`src/rtl/fsm_pkg.sv`:
```
// fsm_pkg: shared state encoding and width limits for the serial datapath blocks
package fsm_pkg;
    typedef enum logic [1:0] {
        IDLE = 2'd0,
        RUN  = 2'd1,
        DONE = 2'd2
    } state_t;
    localparam int SUB_WIDTH_MAX = 32;
endpackage

```
`src/rtl/full_subtractor.sv`:
```
// full_subtractor: one-bit difference/borrow cell
module full_subtractor (
    input  logic a,
    input  logic b,
    input  logic bin,
    output logic d,
    output logic bout
);
    assign d    = a ^ b ^ bin;
    assign bout = (~a & b) | (~(a ^ b) & bin);
endmodule

```
`src/rtl/serial_subtractor.sv`:
```
// serial_subtractor: bit-serial a-b, LSB first, valid/ready in and out
// SERIAL_SUB_UNDERFLOW_CLAMP_EN forces diff to 0 when the result borrows
module serial_subtractor
    import fsm_pkg::*;
#(
    parameter int WIDTH = 8
) (
    input  logic             clk,
    input  logic             rst_n,
    input  logic             in_valid,
    output logic             in_ready,
    input  logic [WIDTH-1:0] a,
    input  logic [WIDTH-1:0] b,
    output logic             out_valid,
    input  logic             out_ready,
    output logic [WIDTH-1:0] diff,
    output logic             borrow,
    output logic             busy
);
    localparam int CW = $clog2(WIDTH);
    state_t           state;
    logic [WIDTH-1:0] a_sh, b_sh, res, res_nxt;
    logic [CW-1:0]    cnt;
    logic             bw, d, bo;
    full_subtractor u_cell (.a(a_sh[0]), .b(b_sh[0]), .bin(bw), .d(d), .bout(bo));
    assign res_nxt   = {d, res[WIDTH-1:1]};
    assign in_ready  = state == IDLE;
    assign out_valid = state == DONE;
    assign busy      = state != IDLE;
    always_ff @(posedge clk) begin
        if (!rst_n) begin
            state  <= IDLE;
            a_sh   <= '0;
            b_sh   <= '0;
            res    <= '0;
            cnt    <= '0;
            bw     <= 1'b0;
            diff   <= '0;
            borrow <= 1'b0;
        end else begin
            case (state)
                IDLE: if (in_valid) begin
                    a_sh  <= a;
                    b_sh  <= b;
                    res   <= '0;
                    cnt   <= '0;
                    bw    <= 1'b0;
                    state <= RUN;
                end
                RUN: begin
                    a_sh <= a_sh >> 1;
                    b_sh <= b_sh >> 1;
                    res  <= res_nxt;
                    bw   <= bo;
                    cnt  <= cnt + CW'(1);
                    if (cnt == CW'(WIDTH - 1)) begin
                        state  <= DONE;
                        borrow <= bo;
`ifdef SERIAL_SUB_UNDERFLOW_CLAMP_EN
                        diff   <= bo ? '0 : res_nxt;
`else
                        diff   <= res_nxt;
`endif
                    end
                end
                DONE: if (out_ready) state <= IDLE;
                default: state <= IDLE;
            endcase
        end
    end
endmodule

```
`config.mk`:
```
export PLATFORM = sky130hd
export DESIGN_NAME = serial_subtractor
export DESIGN_NICKNAME = d
export VERILOG_FILES = /design/src/rtl/fsm_pkg.sv /design/src/rtl/full_subtractor.sv /design/src/rtl/serial_subtractor.sv
export SDC_FILE = /design/constraint.sdc
export NUM_CORES = 1
export LEC_CHECK = 0
export ABC_AREA = 0
export BUFFER_PORTS_ARGS = -buffer_cell sky130_fd_sc_hd__buf_2
export CAP_MARGIN = 15
export CORE_ASPECT_RATIO = 2
export CORE_MARGIN = 2
export CORE_UTILIZATION = 50
export CTS_CLUSTER_DIAMETER = 30
export DETAILED_ROUTE_END_ITERATION = 16
export GPL_TIMING_DRIVEN = 1
export PLACE_DENSITY = 0.76
export SLEW_MARGIN = 10
export SYNTH_ARGS = -nofsm -noshare
export SYNTH_HDL_FRONTEND = slang
export SYNTH_SLANG_ARGS = --single-unit
```
`constraint.sdc`:
```
create_clock -name clk -period 1.56 [get_ports clk]
set_input_delay 0.312 -clock clk [delete_from_list [all_inputs] [get_ports clk]]
set_output_delay 0.312 -clock clk [all_outputs]
set_load 0.02 [all_outputs]
```
## After elaboration in Yosys (flattened, before gate mapping)

Cells that the tools add are included.

| storage, ports and cells | value |
|---|---|
| bits of input ports | 20 |
| register bits | 39 |
| logic and storage cells | 42 |
| output and inout bits | 12 |

| operators by class | value |
|---|---|
| add/subtract/negate cells | 1 |
| multiplexer cells | 14 |
| reduce and logical (&&, ||, !) cells | 6 |
| bitwise operators | 7 |
| eq/ne operators | 6 |

Operators by type and width:

| operator | count |
|---|---|
| case mux 8 bit (2 select lines) | 3 |
| 2-to-1 mux 8 bit | 3 |
| 2-to-1 mux 2 bit | 3 |
| case mux 2 bit (3 select lines) | 1 |
| case mux 3 bit (2 select lines) | 1 |
| inequality test 2 bit (second input constant) | 2 |
| AND reduction 2 bit | 2 |
| nonzero test 2 bit | 2 |
| adder 3 x 1 -> 3 bit (second input constant) | 1 |
| equality test 3 bit (second input constant) | 1 |
| 2-to-1 mux 3 bit | 1 |
| AND reduction 3 bit | 1 |
| bitwise AND 1 bit | 2 |
| equality test 2 x 1 -> 1 bit (second input constant) | 1 |
| equality test 2 bit (second input constant) | 1 |
| logical NOT 2 bit | 1 |
| inequality test 2 x 1 -> 1 bit (second input constant) | 1 |
| inverter 1 bit | 2 |
| case mux 1 bit (2 select lines) | 1 |
| bitwise XOR 1 bit | 2 |
| 2-to-1 mux 1 bit | 1 |
| bitwise OR 1 bit | 1 |

## Depth between registers and ports, before layout

Gate-level depths: netlist (run 1).

| depth | value |
|---|---|
| depth in word-level cells | 5 |
| depth in mapped cells | 6 |
| depth with buffers taken out | 5 |

## Hierarchy

From an unflattened synthesis (run 1), not the netlist that was laid out.

| second synthesis, totals | value |
|---|---|
| cell total of the unflattened synthesis | 167 |
| area total of the unflattened synthesis | 1,627.8 um2 |

By module, submodules not included:

| module | cells an instance | seq. area each (um2) | area each (um2) | times used |
|---|---|---|---|---|
| serial_subtractor | 163 | 760.7 | 1,596.5 | 1 |
| full_subtractor | 4 | 0.0 | 31.3 | 1 |

## Least setup slack after synthesis (run 1)

OpenSTA, ideal clock, no wires.

| path | value |
|---|---|
| path type | register to register |
| from | register cnt[0] |
| to | register borrow |
| stages on the path, launching flop included | 7 |
| arrival | 1.249 ns |
| library setup time | 0.116 ns |
| required time | 1.444 ns |
| path slack | 0.195 ns |
| path buffers | 1 |
| clock period less this slack | 1.365 ns |
| path through | dfxtp_1 > ha_1 > ha_1 > and3b_1 > clkbuf_1 > nand2_1 > o211a_1 |

| between the ends | value |
|---|---|
| word-level cells in the longest chain between the ends | 2 |

RTL lines:

| item | line | source |
|---|---|---|
| start, declared | serial_subtractor.sv:23 | `logic [CW-1:0] cnt;` |
| start signal, assigned | serial_subtractor.sv:55 | `cnt <= cnt + CW'(1);` |
| equality test 3 bit | serial_subtractor.sv:56 | `if (cnt == CW'(WIDTH - 1)) begin` |
| AND reduction 2 bit (no line) | n/a |  |
| end signal, assigned | serial_subtractor.sv:58 | `borrow <= bo;` |
| end, declared | serial_subtractor.sv:17 | `output logic borrow,` |

Every way passes these cells.
A chain may end at the register's enable or synchronous reset.

## Worst setup path in the final report (run 1)

| path | value |
|---|---|
| from | register state[0] |
| to | register b_sh[2] |

| between the ends | value |
|---|---|
| word-level cells in the longest chain between the ends | 3 |
| elaborated cells between the ends (all ways) | 6 |
| classes of those cells | eq/ne: 2; mux: 1; reduce/logical: 3 |

RTL lines:

| item | line | source |
|---|---|---|
| start, declared | serial_subtractor.sv:21 | `state_t state;` |
| start signal, assigned | serial_subtractor.sv:32 | `state <= IDLE;` |
| start signal, assigned | serial_subtractor.sv:48 | `state <= RUN;` |
| start signal, assigned | serial_subtractor.sv:57 | `state <= DONE;` |
| equality test 2 x 1 -> 1 bit or logical NOT 2 bit (tied branches) | serial_subtractor.sv:41 | `case (state)` |
| nonzero test 2 bit (no line) or inequality test 2 bit (tied branches) | n/a |  |
| AND reduction 2 bit (no line) | n/a |  |
| end signal, assigned | serial_subtractor.sv:52 | `b_sh <= b_sh >> 1;` |
| end, declared | serial_subtractor.sv:22 | `logic [WIDTH-1:0] a_sh, b_sh, res, res_nxt;` |

Parallel ways exist; a longest one is shown, timed or not.

==> results of run 1 <==
## how the worst max path moves through the flow
stage,to,slack (ps),startpoint,cells after the start
after global routing,a_sh[2],6,state[0],3
final,b_sh[2],110,state[0],3
after detailed placement,b_sh[2],40,in_valid,4
after CTS,in_ready,10,state[1],4
after global placement,b_sh[0],90,in_valid,4
after floorplan,borrow,190,cnt[0],6
## worst min-delay path: cells and delay by family
family | cells | cell delay (ps)
and+or+nand+nor | 1 | 90
buffers and inverters | 1 | 90
AOI/OAI and AO/OA | 1 | 70
## per-layer routing
layer	up-vias	share of wire, %	wire [um]	track usage, %
met4	0	2.9	91	11.8
li1	634	-	-	-
met2	41	55	1700	36.7
met3	7	5.2	160	7.17
met5	-	0	0	0
met1	593	37	1150	18.8
## layout by cell type, fill, tap and decap left out, types with 2 or more instances in the layout
| cell | instances |
|---|---|
| nor2b_1 | 11 |
| dfxtp_1 | 36 |
| buf_4 | 2 |
| clkbuf_8 | 6 |
| buf_6 | 2 |
| buf_2 | 30 |
| a21boi_0 | 10 |
| a22oi_1 | 9 |
| o211a_1 | 2 |
| nor2_1 | 27 |
| inv_1 | 3 |
| nand2_1 | 18 |
| o21ai_0 | 2 |
| ha_1 | 2 |
| o221ai_1 | 13 |
## kinds of logic after synthesis
group,Yosys count
buffers and inverters,16
AO/OA/AOI/OAI,42
flip-flops,38
adder cells (fa/ha/maj),3
multiplexers,1
AND/OR/NAND/NOR,66
## cell type report
type	count	area, um^2	share of cell area, %
clock buffers	6	82.6	4.49
clock inverters	1	30.0	1.63
inverters	4	15.0	0.817
multi-input cells	112	719	39.1
flip-flops and latches	38	766	41.7
well taps	30	37.5	2.04
repair buffers	34	188	10.2
## state kept, by name, indices dropped and copies added (netlist names)
register  count
b_sh          8
diff          8
state         2
borrow        1
cnt           3
res           7
a_sh          8
bw            1
## power groups by stage
stage	clock [mW]	combinational, mW	sequential [mW]
floorplan	0	0.138	1.05
global placement	0	0.180	1.06
detailed placement	0	0.188	1.06
CTS	0.855	0.184	1.04
global route	0.891	0.212	1.05
finish	0.837	0.186	1.04
## through the flow
step | hold WS [ps] | setup WS (ps) | power (mW)
2_1_floorplan | 441 | 195 | 1.19
3_3_place_gp | 447 | 92.2 | 1.24
3_5_place_dp | 454 | 35.6 | 1.25
4_1_cts | 304 | 12.7 | 2.08
5_1_grt | 323 | 5.63 | 2.15
6_report | 310 | 112 | 2.07
==> reports/results.tsv, run 1 <==
stage	metric	value	unit
status	status	completed	
clocking	postCtsSetupBuffers	0	
worst_setup_path	critPathLaunchType	flip-flop	
route	drtIter0Drc	18	
yosys	yosysUniqueCellTypes	32	
yosys	post_synth_and_or_nand_nor_area_fraction	20.5	%
pwr	pwr-share-clk	40.5	%
worst_setup_path	regToRegSetupSlack	110	ps
global_routing	grt_pass1_vias	1256	
cells_and_area	drive_gt1_share	25.1	%
timing	tns	0	ps
timing	finalCriticalPeriod	1450	ps
flow_run	cap_violations	0	
yosys	synth_ff_type	dfxtp_1	
worst_setup_path	cp_cell_sequence	or3b_1 > o221ai_1 > nor2_1	
yosys	syn-cell-area	1550	um^2
yosys	synth_top_area_cell	dfxtp_1	
place	dp_hpwl	2250	um
yosys	syn_nets	189	
floorplanning	die_w	43.3	um
worst_setup_path	required	1740	ps
cells_and_area	design_area	1840	um^2
place	gp_congestion	0.782	
cells_and_area	fin_nets	218	
worst_setup_path	rr_worst_depth	3	
yosys	ys_ff_latch	38	
yosys	synth_cells	166	
yosys	synthMuxAreaShare	0.647	%
worst_setup_path	worst_path_max_delay_cell	or3b_1	
floorplanning	die_area	3580	um^2
timing	slew_viol_final	0	
cells_and_area	utilization	62.5	%
yosys	synth_adder_area_share	2.91	%
clocking	clockBufferDepth	2	
worst_setup_path	cp_max_fo	14	
global_routing	grt_max_degree	27	
worst_setup_path	cp_top_family	simple AND/OR/NAND/NOR gates	
clocking	numCtsBuffers	5	
min_path	min_path_cells	3	
timing	max-slew-margin-rel	68.6	%
cells_and_area	area_growth_syn_to_layout	18.8	%
clocking	clockRootBuffer	clkbuf_8	
clocking	htree_levels	2	
worst_setup_path	slowest_delay	600	ps
worst_setup_path	critPathCaptureType	flip-flop	
timing	hold_viol_final	0	
timing	max_freq	0.691	GHz
worst_setup_path	critical_path_class	reg2reg	
route	wl_per_cell	13.8	um
route	routed_via_density	5.67	
cells_and_area	fillerInstances	283	
worst_setup_path	crit_arrival	1630	ps
floorplanning	initial_core_util	52.6	%
worst_setup_path	path_buf_inv	0	
worst_setup_path	reg2reg_to	b_sh[2]	
yosys	synth_top_area_share	49.2	%
yosys	synth_top_family_by_area	compound AO/OA/AOI/OAI gates	
min_path	hp-start	a[6]	
yosys	ys_top_cells_by_area	dfxtp_1, o221ai_1, nor2_1, a21boi_0, nor2b_1	
pwr	seqPwrFrac	50.5	%
yosys	yosysWarnings	0	
min_path	hold_path_class	in2reg	
place	port-buffer-count	31	
pwr	p_leak	0.768	nW
floorplanning	die-height	82.7	um
timing	worstMarginPinSlew	471	ps
yosys	synth_xor_area_share	0	%
place	placed_cell_area	1710	um^2
global_routing	grt_antenna_before_repair	0	
pwr	p_comb_share	9.0	%
route	dr.pass1.iters	4	
clocking	post_cts_resized	3	
pwr	p_per_area	1120	nW/um^2
timing	rsz0062_at_grt	false	
floorplanning	core	2940	um^2
timing	clock-skew-final	4.06	ps
clocking	cts_tree	yes	
pwr	switching_power	0.454	mW
yosys	synthArstFlopShare	0	%
worst_setup_path	timing.rr.start	state[0]	
route	drt_wl_total	3100	um
timing	fin_crit_sh	92.8	%
pwr	swShare	22.0	%
global_routing	grt_remaining_overflow	0	
clocking	cts_hold_buf	0	
global_routing	grt_first_pass_wirelength	5260	um
yosys	synth_compound_area_share	22.1	%
cells_and_area	finalNonFillerCells	225	
yosys	synth.most_common_cell	dfxtp_1	
floorplanning	io-pin-count	32	
timing	setup_viol	0	
yosys	yosysSeqAreaShare	49.2	%
pwr	vdd_drop_max	1.06	mV
clocking	cts_num_sinks	38	
route	vias	1275	
yosys	synth_edf_count	0	
place	place_inst	219	
floorplanning	rows	28	
route	ant_nets	0	
clocking	cts.reportedPaths.clkPinSlew	70	ps
pwr	intPower	1.61	mW
yosys	yosys-top-cells-count	dfxtp_1, nor2_1, nand2_1, o221ai_1, nor2b_1	
clocking	insertion_delay	290	ps
global_routing	grt_use_total	20.2	%
yosys	postSynthAreaPerCell	9.32	um^2
route	drc_errors	0	
cells_and_area	n_antenna_cell	0	
min_path	hold_end	a_sh[6]	
Power figures use the tool's default switching activity.
==> run 2: changes to the inputs <==
--- a/config.mk
+++ b/config.mk
@@ -15,6 +15,8 @@
 export DETAILED_ROUTE_END_ITERATION = 16
 export GPL_TIMING_DRIVEN = 1
 export PLACE_DENSITY = 0.76
+export RECOVER_POWER = 25
+export SKIP_CTS_REPAIR_TIMING = 1
 export SLEW_MARGIN = 10
 export SYNTH_ARGS = -nofsm -noshare
 export SYNTH_HDL_FRONTEND = slang
==> run 2 against run 1 <==
Against the previous run: first-iteration DRC count grew 28%; register-to-register slack gained 20 ps; sequential share of layout area barely moved; critical endpoint is now busy; critical path depth unchanged; wire length did not move; non-clock buffer count increased by 1.
==> reports/results.tsv, run 2 (synthesis gave the netlist of run 1 again) <==
stage	metric	value	unit
timing	whs	312	ps
floorplanning	die-height	82.7	um
worst_setup_path	cp_num_cells	3	
cells_and_area	drive_gt1_share	20.4	%
status	status	completed	
clocking	clockRootBuffer	clkbuf_8	
global_routing	grt_remaining_overflow	0	
timing	max-slew-margin-rel	68.2	%
pwr	p_leak	0.734	nW
route	dr.pass1.iters	4	
cells_and_area	fin_nets	219	
route	drc_errors	0	
clocking	cts_num_sinks	38	
cells_and_area	mostFrequentLayoutCells	dfxtp_1, nor2_1, buf_2, nand2_1, o221ai_1	
route	drt_wl_total	3100	um
floorplanning	core	2940	um^2
worst_setup_path	path_buf_inv	2	
route	routed.top_layer	met4	
route	vias	1263	
worst_setup_path	critical_path_class	reg2out	
worst_setup_path	rr_worst_depth	5	
worst_setup_path	cp_cell_sequence	buf_6 > or2_4 > buf_2	
min_path	hold_path_class	in2reg	
timing	finalCriticalPeriod	1510	ps
clocking	cts_tree	yes	
worst_setup_path	slowest_delay	360	ps
cells_and_area	largest_registers	a_sh: 8 flops, b_sh: 8 flops, diff: 8 flops	
clocking	clockBufferDepth	2	
route	ant_nets	0	
timing	max_freq	0.664	GHz
timing	hold_viol_final	0	
worst_setup_path	regToRegSetupSlack	130	ps
cells_and_area	layout_commonest_cell	dfxtp_1	
clocking	insertion_delay	290	ps
pwr	vdd_drop_max	1.06	mV
timing	rsz0062_at_grt	false	
cells_and_area	seq_area	764	um^2
route	routed_via_density	5.59	
global_routing	grt_first_pass_wirelength	5300	um
floorplanning	die_w	43.3	um
timing	slew_viol_final	0	
cells_and_area	n_antenna_cell	0	
worst_setup_path	timing.rr.start	cnt[0]	
clocking	numCtsBuffers	5	
route	route.met2.wl	1690	um
flow_run	cap_violations	0	
worst_setup_path	critPathCaptureType	output pin	
worst_setup_path	reg2reg_to	diff[5]	
worst_setup_path	required	1250	ps
place	dp_hpwl	2250	um
worst_setup_path	critPathLaunchType	flip-flop	
clocking	cts.reportedPaths.clkPinSlew	70	ps
worst_setup_path	worst_path_max_delay_cell	dfxtp_4	
route	drtIter0Drc	23	
timing	tns	0	ps
min_path	min_path_cells	3	
timing	setup_viol	0	
floorplanning	die_area	3580	um^2
worst_setup_path	crit_arrival	1190	ps
cells_and_area	multiInputGateArea	719	um^2
worst_setup_path	cp_max_fo	8	
route	drt-met1-wl	1180	um
min_path	hp-start	a[6]	
route	wl_per_cell	13.7	um
global_routing	grt_antenna_before_repair	0	
place	port-buffer-count	31	
cells_and_area	area_growth_syn_to_layout	18.4	%
pwr	p_per_area	1130	nW/um^2
route	wl_met3	151	um
min_path	hold_end	a_sh[6]	
global_routing	grt_max_degree	27	
timing	clock-skew-final	4.58	ps
timing	fin_crit_sh	96.5	%
timing	worstMarginPinSlew	477	ps
floorplanning	io-pin-count	32	
global_routing	grt_use_total	20.4	%
worst_setup_path	cp_top_family	flip-flops	
floorplanning	rows	28	
global_routing	grt_pass1_vias	1270	
clocking	htree_levels	2	
cells_and_area	fillerInstances	285	
floorplanning	initial_core_util	52.6	%
place	gp_congestion	0.782	
run 2: worst register-to-register path, cell delays in order, from the launching register on:
cell and delay [ps]:
dfxtp_1 360, ha_1 160, ha_1 180, and3b_1 390
nand2_1 100, a21boi_0 170
run 2: layout make-up:
class                   count  area share (%)
flip-flops and latches     38            41.7
inverters                   4           0.819
repair buffers             35            10.0
well taps                  30            2.05
clock buffers               6            4.51
multi-input cells         112            39.2
clock inverters             1            1.64
run 2: metal layers:
layer	up-vias	track usage, %
met5	-	0
met4	0	11.8
met3	7	7.17
met2	37	37.2
met1	584	18.8
li1	635	-
run 2: power breakdown:
group          internal (mW)  total, mW  switching, mW
Combinational         0.0906      0.194          0.103
Clock                  0.511      0.839          0.328
Sequential              1.01       1.04         0.0259
run 2: how the worst max path moves through the flow:
stage	slack, ps	from	to
after floorplan	190	cnt[0]	borrow
after global placement	90	in_valid	b_sh[0]
after detailed placement	40	in_valid	b_sh[2]
after CTS	-90	state[0]	in_ready
after global routing	10	state[1]	out_valid
final	50	state[0]	busy
run 2: metrics by stage:
step	cells	utilization [%]	setup WS, ps	power, mW	cell area (um^2)
after floorplan	166	-	195	1.19	1550
after global placement	219	58.2	92.2	1.24	1710
after detailed placement	219	58.2	35.6	1.25	1710
after CTS	226	62.0	-88.9	2.08	1830
after global routing	226	62.3	9.61	2.16	1830
final	226	62.3	54.2	2.07	1830
==> run 3: changes to the inputs <==
--- a/config.mk
+++ b/config.mk
@@ -9,15 +9,16 @@
 export BUFFER_PORTS_ARGS = -buffer_cell sky130_fd_sc_hd__buf_2
 export CAP_MARGIN = 15
 export CORE_ASPECT_RATIO = 2
-export CORE_MARGIN = 2
+export CORE_MARGIN = 5
 export CORE_UTILIZATION = 50
 export CTS_CLUSTER_DIAMETER = 30
 export DETAILED_ROUTE_END_ITERATION = 16
 export GPL_TIMING_DRIVEN = 1
-export PLACE_DENSITY = 0.76
+export PLACE_DENSITY = 0.75
 export RECOVER_POWER = 25
 export SKIP_CTS_REPAIR_TIMING = 1
 export SLEW_MARGIN = 10
 export SYNTH_ARGS = -nofsm -noshare
 export SYNTH_HDL_FRONTEND = slang
+export SYNTH_HIERARCHICAL = 1
 export SYNTH_SLANG_ARGS = --single-unit
==> run 3 against run 2 <==
Against the previous run: first-iteration DRC count decreased by 35%; wire length up 5.8%; combinational power rose by 19%; worst setup slack better by 7.1 ps; non-clock buffer count rose by 6; synthesized area rose by 5.2%; cell area increased by 4.8%; global-route usage down 5.5 points; maximum frequency is 0.47% higher; largest power group unchanged.
==> reports/results.tsv, run 3 <==
stage	metric	value	unit
min_path	min_path_cells	3	
timing	rsz0062_at_grt	false	
flow_run	cap_violations	0	
pwr	pwr-share-clk	37.9	%
worst_setup_path	crit_top_cell	buf_4	
cells_and_area	design_area	1920	um^2
timing	max_freq	0.667	GHz
worst_setup_path	required	1730	ps
clocking	clockBufferDepth	2	
clocking	htree_levels	2	
min_path	hold_path_class	in2reg	
yosys	yosysUniqueCellTypes	26	
clocking	clockRootBuffer	clkbuf_8	
global_routing	grt_antenna_before_repair	0	
clocking	cts.reportedPaths.clkPinSlew	70	ps
yosys	synth_top_area_cell	dfxtp_1	
timing	hold_viol_final	0	
cells_and_area	fillerInstances	305	
yosys	synthMuxAreaShare	1.23	%
worst_setup_path	critPathLaunchType	flip-flop	
yosys	post_synth_and_or_nand_nor_area_fraction	20.1	%
cells_and_area	area_growth_syn_to_layout	18.1	%
pwr	p_comb_share	11.2	%
pwr	swShare	23.6	%
worst_setup_path	worst_path_max_delay_cell	or3b_1	
worst_setup_path	reg2reg_to	b_sh[0]	
cells_and_area	fin_nets	225	
global_routing	grt_max_degree	20	
yosys	synth_top_area_share	46.7	%
pwr	intPower	1.57	mW
timing	fin_ws	61.3	ps
floorplanning	die-height	90.7	um
worst_setup_path	critPathCaptureType	flip-flop	
timing	fin_crit_sh	96.1	%
pwr	p_per_area	1070	nW/um^2
global_routing	grt_first_pass_wirelength	5440	um
worst_setup_path	cp_max_fo	14	
clocking	cts_num_sinks	38	
pwr	seqPwrFrac	50.9	%
yosys	synth_adder_area_share	2.77	%
yosys	postSynthAreaPerCell	9.75	um^2
route	wl_per_cell	14.0	um
worst_setup_path	slowest_delay	350	ps
worst_setup_path	rr_worst_depth	5	
timing	finalCriticalPeriod	1500	ps
global_routing	grt_use_total	14.8	%
floorplanning	die_w	50.3	um
worst_setup_path	timing.rr.start	state[0]	
timing	worstMarginPinSlew	492	ps
yosys	yosys-top-cells-count	dfxtp_1, nor2_1, nor2b_1, a22oi_1, o221ai_2	
yosys	syn_nets	190	
worst_setup_path	regToRegSetupSlack	60	ps
floorplanning	die_area	4570	um^2
route	drtIter0Drc	15	
yosys	synth_edf_count	0	
yosys	syn-cell-area	1630	um^2
yosys	synth_compound_area_share	22.6	%
route	vias	1273	
worst_setup_path	path_buf_inv	2	
floorplanning	initial_core_util	51.6	%
clocking	cts_tree	yes	
yosys	synthArstFlopShare	0	%
status	status	completed	
timing	tns	0	ps
yosys	ys_top_cells_by_area	dfxtp_1, o221ai_2, nor2_1, a22oi_1, nor2b_1	
yosys	ys_ff_latch	38	
yosys	yosysWarnings	6	
pwr	vdd_drop_max	0.780	mV
place	place_ws	14.9	ps
route	dr.pass1.iters	4	
yosys	synth_xor_area_share	0	%
worst_setup_path	crit_arrival	1670	ps
place	placed_cell_area	1800	um^2
yosys	synth_top_family_by_area	compound AO/OA/AOI/OAI gates	
worst_setup_path	cp_cell_sequence	buf_4 > or3b_1 > buf_4 > o221ai_1 > nor2_1	
floorplanning	rows	29	
route	ant_nets	0	
route	drt_wl_total	3280	um
cells_and_area	mostFrequentLayoutCells	dfxtp_1, nor2_1, buf_2, nor2b_1, a22oi_1	
pwr	switching_power	0.483	mW
pwr	power	2.05	mW
clocking	numCtsBuffers	5	
min_path	hold_end	state[1]	
place	port-buffer-count	31	
cells_and_area	layout_commonest_cell	dfxtp_1	
yosys	synth.most_common_cell	dfxtp_1	
place	dp_hpwl	2480	um
timing	setup_viol	0	
pwr	p_leak	0.748	nW
yosys	synth_cells	167	
cells_and_area	largest_registers	a_sh: 8 flops, b_sh: 8 flops, diff: 8 flops	
route	drc_errors	0	
yosys	yosysSeqAreaShare	46.7	%
yosys	synth_ff_type	dfxtp_1	
timing	clock-skew-final	3.44	ps
route	routed_via_density	5.44	
cells_and_area	drive_gt1_share	27.1	%
floorplanning	core	3160	um^2
global_routing	grt_remaining_overflow	0	
worst_setup_path	critical_path_class	reg2reg	
place	gp_congestion	0.761	
timing	slew_viol_final	0	
global_routing	grt_pass1_vias	1259	
clocking	insertion_delay	290	ps
worst_setup_path	cp_top_family	simple AND/OR/NAND/NOR gates	
timing	max-slew-margin-rel	67.2	%
cells_and_area	n_antenna_cell	0	
floorplanning	io-pin-count	32	
min_path	hp-start	out_ready	
## run 3: worst max path at each step
stage | startpoint | cells after the start | to
detailed placement | in_valid | 4 | res[2]
CTS | state[0] | 4 | in_ready
global route | state[1] | 3 | out_valid
finish | state[0] | 5 | b_sh[0]
global placement | in_valid | 5 | b_sh[0]
floorplan | state[0] | 6 | a_sh[0]
## run 3: cells by family after synthesis
kind of cell / after synthesis
DFF: 38
adders and majority gates: 3
muxes: 2
AOI/OAI and AO/OA: 38
buffers and inverters: 18
and+or+nand+nor: 68
## run 3: final cells by class
type	instances	area, um^2	area share (%)
sequential	38	764	39.8
clock buffer	8	110	5.73
multi-input combinational	111	767	39.9
timing repair buffer	41	223	11.6
tap	31	38.8	2.02
inverter	5	18.8	0.977
## run 3: power groups by stage
stage | clock network [mW] | registers, mW | logic, mW
5_1_grt | 0.852 | 1.05 | 0.255
3_5_place_dp | 0 | 1.07 | 0.222
4_1_cts | 0.798 | 1.05 | 0.223
3_3_place_gp | 0 | 1.06 | 0.213
2_1_floorplan | 0 | 1.06 | 0.171
6_report | 0.777 | 1.04 | 0.230
## run 3: through the flow
| step | hold WS (ps) | utilization, % | std cells |
|---|---|---|---|
| detailed placement | 442 | 57.1 | 225 |
| CTS | 291 | 60.6 | 233 |
| global route | 310 | 60.9 | 234 |
| floorplan | 440 | - | 167 |
| finish | 294 | 60.9 | 234 |
| global placement | 439 | 57.1 | 225 |
## run 3: routing by layer
layer	routed length (um)	part of all wire, %	GRT usage [%]
met2	1840	56	26.6
met5	0	0	0
met4	52	1.6	6.40
met1	1220	37	15.6
met3	164	5.0	3.47
## run 3: worst register-to-register path, cell delays in order, from the launching register on
cell and delay (ps):
dfxtp_4 340, buf_4 150, or3b_1 350, buf_4 220, o221ai_1 250, nor2_1 90
